$ cat config.mk
export PLATFORM = sky130hd
export DESIGN_NAME = prefetch_buffer
export DESIGN_NICKNAME = d
export VERILOG_FILES = /design/src/rtl/prefetch_buffer.sv
export SDC_FILE = /design/constraint.sdc
export NUM_CORES = 1
export LEC_CHECK = 0
export BUFFER_PORTS_ARGS = -buffer_cell sky130_fd_sc_hd__buf_4
export CELL_PAD_IN_SITES_DETAIL_PLACEMENT = 1
export CELL_PAD_IN_SITES_GLOBAL_PLACEMENT = 1
export CORE_MARGIN = 2
export CORE_UTILIZATION = 47
export CTS_BUF_LIST = sky130_fd_sc_hd__clkbuf_16
export CTS_CLUSTER_DIAMETER = 40
export DETAILED_ROUTE_END_ITERATION = 8
export GPL_TIMING_DRIVEN = 0
export PLACE_DENSITY_LB_ADDON = 0.1
export SYNTH_ARGS = -nofsm -noshare
export SYNTH_HDL_FRONTEND = slang
export SYNTH_SLANG_ARGS = --single-unit
$ cat constraint.sdc
create_clock -name clk -period 9.5 [get_ports clk]
set_input_delay 1.425 -clock clk [delete_from_list [all_inputs] [get_ports clk]]
set_output_delay 1.425 -clock clk [all_outputs]
set_load 0.05 [all_outputs]
$ cat src/rtl/prefetch_buffer.sv
// ============================================================================
//  Module      : prefetch_buffer
//  Description : Instruction prefetch FIFO that fetches aligned 32-bit words
//                and presents 16/32-bit instructions at halfword-aligned PCs.
//  Revision    : 1.0 - initial release
// ============================================================================
`default_nettype none

module prefetch_buffer #(
   parameter logic [31:0] PC_RESET        = 32'h0000_0000,
   parameter int          DEPTH           = 3,
   parameter int          NUM_OUTSTANDING = 2
) (
   input  logic        clk,
   input  logic        rstn,
   output logic        instr_req_o,
   input  logic        instr_gnt_i,
   output logic [31:0] instr_addr_o,
   input  logic        instr_rvalid_i,
   input  logic [31:0] instr_rdata_i,
   input  logic        instr_err_i,
   input  logic        branch_i,
   input  logic [31:0] branch_addr_i,
   output logic        out_valid_o,
   input  logic        out_ready_i,
   output logic [31:0] out_instr_o,
   output logic [31:0] out_pc_o,
   output logic        out_compressed_o,
   output logic        out_err_o,
   output logic        busy_o
);

   localparam int          CNT_W   = $clog2(DEPTH + 1);
   localparam logic [31:0] PC_INIT = {PC_RESET[31:2], 2'b00};

   logic [31:0]      word_q [DEPTH];
   logic [31:0]      word_d [DEPTH];
   logic [DEPTH-1:0] err_q, err_d;
   logic [CNT_W-1:0] occ_q, occ_d;
   logic [CNT_W-1:0] outst_q, outst_d;
   logic [CNT_W-1:0] disc_q, disc_d;
   logic [31:0]      faddr_q, faddr_d;
   logic [31:0]      pc_q, pc_d;

   logic [CNT_W:0]   used;
   logic             fire_req, resp, drop, push, pop, fire_out;
   logic             has0, has1, comp, need1, err_w;
   logic [15:0]      half_lo;
   logic [CNT_W-1:0] occ_pop;
   logic             unused_bit0;

   assign unused_bit0 = branch_addr_i[0];

   // Space is reserved for every in-flight request that will not be dropped.
   assign used        = {1'b0, occ_q} + {1'b0, outst_q} - {1'b0, disc_q};
   assign instr_req_o = rstn && (outst_q < CNT_W'(NUM_OUTSTANDING))
                             && (used < (CNT_W + 1)'(DEPTH));
   assign instr_addr_o = faddr_q;
   assign busy_o       = (outst_q != '0);

   assign fire_req = instr_req_o & instr_gnt_i;
   assign resp     = instr_rvalid_i & (outst_q != '0);
   assign drop     = resp & (disc_q != '0);
   assign push     = resp & (disc_q == '0) & ~branch_i;

   // Instruction extraction from the head of the FIFO.
   assign has0    = (occ_q != '0);
   assign has1    = (occ_q >= CNT_W'(2));
   assign half_lo = pc_q[1] ? word_q[0][31:16] : word_q[0][15:0];
   assign comp    = (half_lo[1:0] != 2'b11);
   assign need1   = pc_q[1] & ~comp;
   assign err_w   = err_q[0] | (need1 & has1 & err_q[1]);

   always_comb begin
      out_valid_o = 1'b0;
      out_instr_o = 32'h0;
      if (err_q[0]) begin
         out_valid_o = has0;
      end else if (need1) begin
         out_valid_o = has1;
      end else begin
         out_valid_o = has0;
      end
      if (err_w) begin
         out_instr_o = 32'h0;
      end else if (comp) begin
         out_instr_o = {16'h0, half_lo};
      end else if (pc_q[1]) begin
         out_instr_o = {word_q[1][15:0], half_lo};
      end else begin
         out_instr_o = word_q[0];
      end
   end

   assign out_err_o        = out_valid_o & err_w;
   assign out_compressed_o = comp;
   assign out_pc_o         = pc_q;

   assign fire_out = out_valid_o & out_ready_i & ~branch_i;
   // Entry0 is consumed once the instruction reaches the word boundary.
   assign pop      = fire_out & (pc_q[1] | ~comp);

   always_comb begin
      word_d  = word_q;
      err_d   = err_q;
      occ_pop = occ_q - CNT_W'(pop);
      occ_d   = occ_pop;
      if (pop) begin
         for (int i = 0; i < DEPTH - 1; i++) begin
            word_d[i] = word_q[i+1];
            err_d[i]  = err_q[i+1];
         end
      end
      if (push) begin
         for (int i = 0; i < DEPTH; i++) begin
            if (occ_pop == CNT_W'(i)) begin
               word_d[i] = instr_rdata_i;
               err_d[i]  = instr_err_i;
            end
         end
         occ_d = occ_pop + CNT_W'(1);
      end
      if (branch_i) begin
         occ_d = '0;
      end
   end

   always_comb begin
      outst_d = outst_q + CNT_W'(fire_req) - CNT_W'(resp);
      disc_d  = disc_q - CNT_W'(drop);
      faddr_d = fire_req ? faddr_q + 32'd4 : faddr_q;
      pc_d    = fire_out ? pc_q + (comp ? 32'd2 : 32'd4) : pc_q;
      if (branch_i) begin
         disc_d  = outst_d;
         faddr_d = {branch_addr_i[31:2], 2'b00};
         pc_d    = {branch_addr_i[31:1], 1'b0};
      end
   end

   always_ff @(posedge clk or negedge rstn) begin
      if (!rstn) begin
         for (int i = 0; i < DEPTH; i++) begin
            word_q[i] <= 32'h0;
         end
         err_q   <= '0;
         occ_q   <= '0;
         outst_q <= '0;
         disc_q  <= '0;
         faddr_q <= PC_INIT;
         pc_q    <= PC_INIT;
      end else begin
         for (int i = 0; i < DEPTH; i++) begin
            word_q[i] <= word_d[i];
         end
         err_q   <= err_d;
         occ_q   <= occ_d;
         outst_q <= outst_d;
         disc_q  <= disc_d;
         faddr_q <= faddr_d;
         pc_q    <= pc_d;
      end
   end

endmodule

`default_nettype wire

==> impl_metrics.py, run 1 <==
metrics = {
    "timing": {
        "clock_skew_ps": 9.804,
        "slew_viol_final": 0,
        "setup_ws_ps": 4225,
        "rsz0062_at_grt": "false",
        "setup_tns_ps": 0,
        "fmax_mhz": 189.6,
        "hold_viol_final": 0,
        "relSlewSlack_pct": 43.48,
        "finalSetupViolCount": 0,
        "min_period_over_period_pct": 55.53,
        "hold_ws_ps": 512.8,
        "finalCriticalPeriod_ps": 5275,
        "tightest_slew_ps": 847.9,
    },
    "critical_path": {
        "cpPeakStageDelay_ps": 500,
        "worst-setup-path-type": "flip-flop to primary output",
        "reg2reg_to": "word_q[88]",
        "cp_max_fo": 10,
        "crit_slowest_cell": "clkbuf_1",
        "r2r_cells": 15,
        "r2r_start": "out_pc_o[1]",
        "critical_path_required_ps": 8080,
        "crit_chain": "clkbuf_1, a32o_1, ha_1, a31o_2, clkbuf_1, nand2b_1, clkbuf_1, clkbuf_1, nor2_1, buf_4",
        "path_common_cell": "clkbuf_1",
        "cp-endpoint": "out_instr_o[28]",
        "crit_path_start": "out_pc_o[1]",
        "reg2reg_slack_ps": 4600,
        "cp-end-kind": "primary output",
        "start_kind": "flip-flop",
        "critPathArrivalTime_ps": 3850,
    },
    "synthesis": {
        "synth_area_leaders": "dfrtp_1, mux2i_1, mux2_2, nor2_1, a21oi_1",
        "yosysTopAreaCellShare_pct": 46.34,
        "ys.flop_type": "dfrtp_1",
        "netlist_instances": 866,
        "yosysTopAreaCell": "dfrtp_1",
        "ys.warnings.count": 0,
        "yosysSeqAreaShare_pct": 46.34,
        "synth_edf_count": 0,
        "async_flop_share_pct": 100.0,
        "synth_cell_type_count": 55,
        "syn_area_mm2": 0.008965,
        "syn_avg_cell_area_um2": 10.35,
        "synth-seq-cells": 166,
    },
    "place": {
        "dp.cells": 1269,
        "placed_area_mm2": 0.01055,
        "dp_worst_setup_slack_ps": 4417,
        "place.gp.congestion": 0.8394,
        "io_buffers": 166,
        "dp_hpwl_um": 19720,
    },
    "global_routing": {
        "grt_pass1_vias": 7727,
        "antenna_found_initial": 0,
        "grt_max_degree": 106,
        "grt_usage_pct": 27.75,
        "grt_overflow_total": 0,
        "grt_first_pass_wirelength_um": 42650,
    },
    "floorplanning": {
        "die_w_um": 142.1,
        "core_mm2": 0.01871,
        "rows": 50,
        "top_level_ports": 172,
        "initial_core_util_pct": 47.93,
        "die_y_um": 142.1,
        "die_area_mm2": 0.02020,
    },
    "clock_tree": {
        "clk_path_buf_depth": 2,
        "cts_setup_buffers": 0,
        "htreeDepth": 4,
        "clk_pin_slew_worst_paths_ps": 70,
        "cts_sinks": 166,
        "cts_buffers": 17,
        "cts_tree": "built",
        "postCtsHoldBufs": 0,
        "cts_repair_resize_count": 0,
        "insertion_delay_ps": 440,
        "root_buffer": "clkbuf_16",
    },
    "run_status": {
        "status": "completed",
    },
    "cells_and_area": {
        "layout.cells.non_filler": 1300,
        "final_util_pct": 59.34,
        "final_common_cell": "buf_4",
        "area_growth_pct": 23.82,
        "fin_area_mm2": 0.01110,
        "nNetsFinal": 1142,
        "diodes": 0,
        "nFillCells": 2086,
        "mostFrequentLayoutCells": "buf_4, dfrtp_1, nor2_1",
        "layout-drive-gt1-share_pct": 27.77,
    },
    "pwr": {
        "clkPwrFrac_pct": 20.8,
        "p_leak_nw": 4.945,
        "powerDensity_mw_per_mm2": 290.0,
        "p_sw_share_pct": 43.12,
        "internal_power_mw": 1.831,
        "peakVddDrop_mv": 0.2104,
        "power_mw": 3.219,
        "p_switching_mw": 1.388,
        "combPwrFrac_pct": 42.7,
        "p_seq_share_pct": 36.5,
    },
    "min_path": {
        "hp-class": "flip-flop to flip-flop",
        "hold_depth": 1,
    },
    "routing": {
        "drt_iter0_markers": 291,
        "wirelength_um": 27130,
        "ant_nets": 0,
        "vias_per_cell": 5.694,
        "drt_pass1_iterations": 4,
        "num_vias": 7402,
        "drc": 0,
        "wl_per_cell_um": 20.87,
    },
    "flow_run": {
        "drv_cap": 0,
    },
}
-- area by class of cell --
cell class              count  area, um^2  area share, %
multi-input cells         625        4488          40.43
flip-flops and latches    166        4154          37.42
repair buffers            167        1281          11.54
clock buffers              17       425.4          3.832
well taps                 234       292.8          2.638
plain buffers              54       244.0          2.198
clock inverters            14       128.9          1.161
inverters                  23       86.33         0.7777
-- state kept, by name, summed over array words and instances (netlist names) --
name          count
instr_addr_o     30
occ_q             2
outst_q           2
err_q             3
out_pc_o         31
disc_q            2
word_q           96
-- worst min-delay path by stage --
stage	from	endpoint	slack (ps)
floorplan	err_q[2]	err_q[2]	480
global placement	word_q[15]	word_q[15]	490
detailed placement	word_q[15]	word_q[15]	500
CTS	word_q[15]	word_q[15]	510
global route	word_q[2]	word_q[2]	530
finish	word_q[15]	word_q[15]	510
-- power by group through the flow --
stage	Sequential [mW]	Clock (mW)	Combinational, mW
after floorplan	1.21	0	0.886
after global placement	1.17	0	1.33
after detailed placement	1.18	0	1.37
after CTS	1.17	0.683	1.39
after global routing	1.20	0.708	1.48
final	1.18	0.670	1.37
-- critical path, delay by kind of cell, from the launching register on --
family	cells	cell delay, ps
and+or+nand+nor	2	320
AOI/OAI and AO/OA	2	550
buffers and inverters	5	1870
DFF	1	410
adders and majority gates	1	250
-- routing by layer --
layer	global-route usage [%]	vias up	share of wire, %
met5	0	-	0
met4	11.05	0	3.0
met3	4.408	45	4.3
met2	47.75	198	51
met1	35.07	3726	42
li1	-	3433	-
-- synth_stat cells (2+ instances only) --
cell      instances
o21ai_0           9
and3_1           11
nand4_1          26
and2_1            2
xor2_1           11
nor2_1          130
fa_1              3
o21a_1            3
clkbuf_1         25
buf_1            13
or4_1             2
nand2_1          25
a211oi_1          4
dfrtp_1         166
nor3_1           14
a31oi_1           3
a31o_2            2
nand2b_1          4
nor4_2            5
a311oi_1          4
buf_2             8
nor2b_1           3
inv_1            22
a21oi_1          79
nor4_4            2
ha_1             14
nor4_1           11
buf_4             6
mux2_2           65
o31ai_1           2
and4_1            6
nand3_1          23
or3_1             3
xnor2_1          40
mux2i_1         100
-- logic make-up after synthesis --
family | count (synthesis) | share of synthesized area [%]
adders and majority gates | 17 | 2.624
DFF | 166 | 46.34
xor gates and xnor gates | 51 | 4.983
AOI/OAI and AO/OA | 112 | 7.090
muxes | 166 | 19.50
buffers and inverters | 77 | 3.685
other | 1 | 0.04183
and+or+nand+nor | 276 | 15.74
(Power assumes the default switching activity.)
==> inputs of run 2 (changes only) <==
--- a/config.mk
+++ b/config.mk
@@ -9,7 +9,7 @@
 export CELL_PAD_IN_SITES_DETAIL_PLACEMENT = 1
 export CELL_PAD_IN_SITES_GLOBAL_PLACEMENT = 1
 export CORE_MARGIN = 2
-export CORE_UTILIZATION = 47
+export CORE_UTILIZATION = 39
 export CTS_BUF_LIST = sky130_fd_sc_hd__clkbuf_16
 export CTS_CLUSTER_DIAMETER = 40
 export DETAILED_ROUTE_END_ITERATION = 8
==> constraint.sdc (replaced) <==
create_clock -name clk -period 4.4 [get_ports clk]
set_input_delay 0.66 -clock clk [delete_from_list [all_inputs] [get_ports clk]]
set_output_delay 0.66 -clock clk [all_outputs]
set_load 0.05 [all_outputs]
==> run 2 against run 1 <==
  * Die area increased by 20%
  * Flip-flop and latch count unchanged
  * First-iteration DRC count increased by 1.0%
  * Routed wire length increased by 3.4%
  * Non-clock buffer count decreased by 1
  * Via count decreased by 1.2%
  * Clock-buffer cell count unchanged
  * Total power increased by 120%
  * Clock skew increased by 8.3 ps
  * Critical path type unchanged
  * Largest cell class unchanged
  * Largest power group unchanged
==> impl_metrics.py, run 2 (synthesized netlist as in run 1, its figures left out) <==
metrics = {
    "pwr": {
        "peakVddDrop_mv": 0.4189,
        "powerDensity_mw_per_mm2": 639.2,
        "p_leak_nw": 5.033,
        "power_mw": 7.228,
    },
    "global_routing": {
        "grt_max_degree": 100,
        "grt_pass1_vias": 7602,
        "grt_usage_pct": 23.74,
        "antenna_found_initial": 0,
        "grt_first_pass_wirelength_um": 44370,
        "grt_overflow_total": 0,
    },
    "timing": {
        "rsz0062_at_grt": "false",
        "clock_skew_ps": 18.07,
        "hold_viol_final": 0,
        "relSlewSlack_pct": 39.54,
        "slew_viol_final": 0,
        "finalSetupViolCount": 0,
        "fmax_mhz": 253.4,
        "tightest_slew_ps": 906.9,
        "min_period_over_period_pct": 89.68,
        "finalCriticalPeriod_ps": 3946,
        "setup_ws_ps": 454.1,
    },
    "floorplanning": {
        "core_mm2": 0.02257,
        "initial_core_util_pct": 39.72,
        "die_area_mm2": 0.02422,
        "die_y_um": 155.6,
        "rows": 55,
        "top_level_ports": 172,
        "die_w_um": 155.6,
    },
    "routing": {
        "vias_per_cell": 5.418,
        "wl_per_cell_um": 20.78,
        "ant_nets": 0,
        "drt_iter0_markers": 294,
        "drc": 0,
        "drt_pass1_iterations": 4,
        "num_vias": 7314,
        "wirelength_um": 28050,
    },
    "run_status": {
        "status": "completed",
    },
    "critical_path": {
        "critical_path_required_ps": 3740,
        "worst-setup-path-type": "flip-flop to primary output",
        "cp-end-kind": "primary output",
        "crit_chain": "clkbuf_2, nor2b_1, a32o_1, ha_1, a31o_2, nand2b_1, clkbuf_1, clkbuf_2, nor2_1, buf_4",
        "crit_slowest_cell": "dfrtp_1",
        "critPathArrivalTime_ps": 3290,
        "reg2reg_to": "word_q[88]",
        "cpPeakStageDelay_ps": 420,
        "critPathTopFamily": "buffers and inverters",
        "reg2reg_slack_ps": 450,
        "cp_max_fo": 10,
        "path_common_cell": "clkbuf_2",
        "critPathBufInv": 4,
        "r2r_cells": 16,
        "start_kind": "flip-flop",
        "r2r_start": "out_pc_o[1]",
    },
    "cells_and_area": {
        "final_common_cell": "buf_4",
        "largest-register": "word_q",
        "mostFrequentLayoutCells": "buf_4, dfrtp_1, nor2_1",
        "largest_reg_flops": 96,
        "final_util_pct": 50.09,
        "diodes": 0,
        "area_growth_pct": 26.13,
        "fin_area_mm2": 0.01131,
        "layout-drive-gt1-share_pct": 29.58,
        "nNetsFinal": 1141,
    },
    "place": {
        "place.gp.congestion": 0.8219,
        "placed_area_mm2": 0.01061,
        "io_buffers": 166,
        "dp_worst_setup_slack_ps": -523.4,
        "dp_hpwl_um": 20570,
    },
    "clock_tree": {
        "cts_buffers": 17,
        "root_buffer": "clkbuf_16",
        "cts_tree": "built",
        "cts_sinks": 166,
        "insertion_delay_ps": 440,
        "cts_setup_buffers": 0,
        "clk_path_buf_depth": 2,
        "clk_pin_slew_worst_paths_ps": 80,
        "htreeDepth": 4,
    },
    "min_path": {
        "hp-class": "input pin to asynchronous set/reset pin",
    },
    "flow_run": {
        "drv_cap": 0,
    },
}
[run 2: cell types whose count changed in the layout (fill, tap and decap cells not counted), sizes merged]
| cell | delta |
|---|---|
| clkinvlp | -2 |
| clkbuf | +1 |
| inv | -1 |
| clkdlybuf4s15 | +1 |
| clkinv | -1 |
| bufinv | +4 |
| buf | -3 |
[run 2: layer usage]
layer  share of wire [%]  global-route usage (%)  vias up
li1                    -                       -     3431
met1                  44                   31.24     3673
met2                  49                   40.41      185
met3                 4.3                   4.028       25
met4                 2.2                   6.772        0
met5                   0                       0        -
[run 2: worst max-delay path by stage]
stage | end | cells past startpoint | slack, ps | startpoint
2_1_floorplan | out_err_o | 7 | 340 | out_pc_o[1]
3_5_place_dp | word_q[34] | 14 | -520 | out_pc_o[1]
3_3_place_gp | word_q[91] | 15 | -540 | out_pc_o[1]
6_report | out_instr_o[30] | 10 | 450 | out_pc_o[1]
5_1_grt | word_q[88] | 16 | 20 | out_pc_o[1]
4_1_cts | out_instr_o[30] | 11 | 50 | out_pc_o[1]
[run 2: worst reg2reg max path: stages (launching register included)]
cell,delay [ps]
dfrtp_1,420
clkbuf_2,220
nor2b_1,230
a32o_1,320
inv_1,140
ha_1,210
nor4_2,440
buf_4,320
ha_1,190
xor2_1,250
inv_1,100
ha_1,190
nand2_1,100
clkbuf_2,260
buf_2,300
nor2_1,80
a21oi_1,120
[run 2: power breakdown]
| part | internal [mW] | switching (mW) |
|---|---|---|
| Clock | 1.03 | 0.703 |
| Combinational | 1.13 | 1.84 |
| Sequential | 2.05 | 0.482 |
| Total | 4.21 | 3.02 |
[run 2: through the flow]
step | TNS, ps | instances | hold slack [ps]
CTS | 0 | 1351 | 304.1
detailed placement | -41070 | 1320 | 495.2
floorplan | 0 | 868 | 364.4
global route | 0 | 1350 | 323.0
global placement | -42140 | 1319 | 490.0
finish | 0 | 1350 | 258.3
[run 2: cell type report]
cell class | count | area (um^2)
Fill cell | 2515 | 11260
Multi-Input combinational cell | 625 | 4494
Sequential cell | 166 | 4154
Timing Repair Buffer | 167 | 1281
Clock buffer | 17 | 425.4
Tap cell | 285 | 356.6
Buffer | 53 | 270.3
Clock inverter | 14 | 239.0
Inverter | 23 | 86.33
[run 2: repair_timing]
| action | 4_1_cts | 5_1_grt |
|---|---|---|
| endpoints found under the setup margin | 106 | 98 |
| resized for setup | 14 | 10 |
| hold buffers | 0 | 0 |
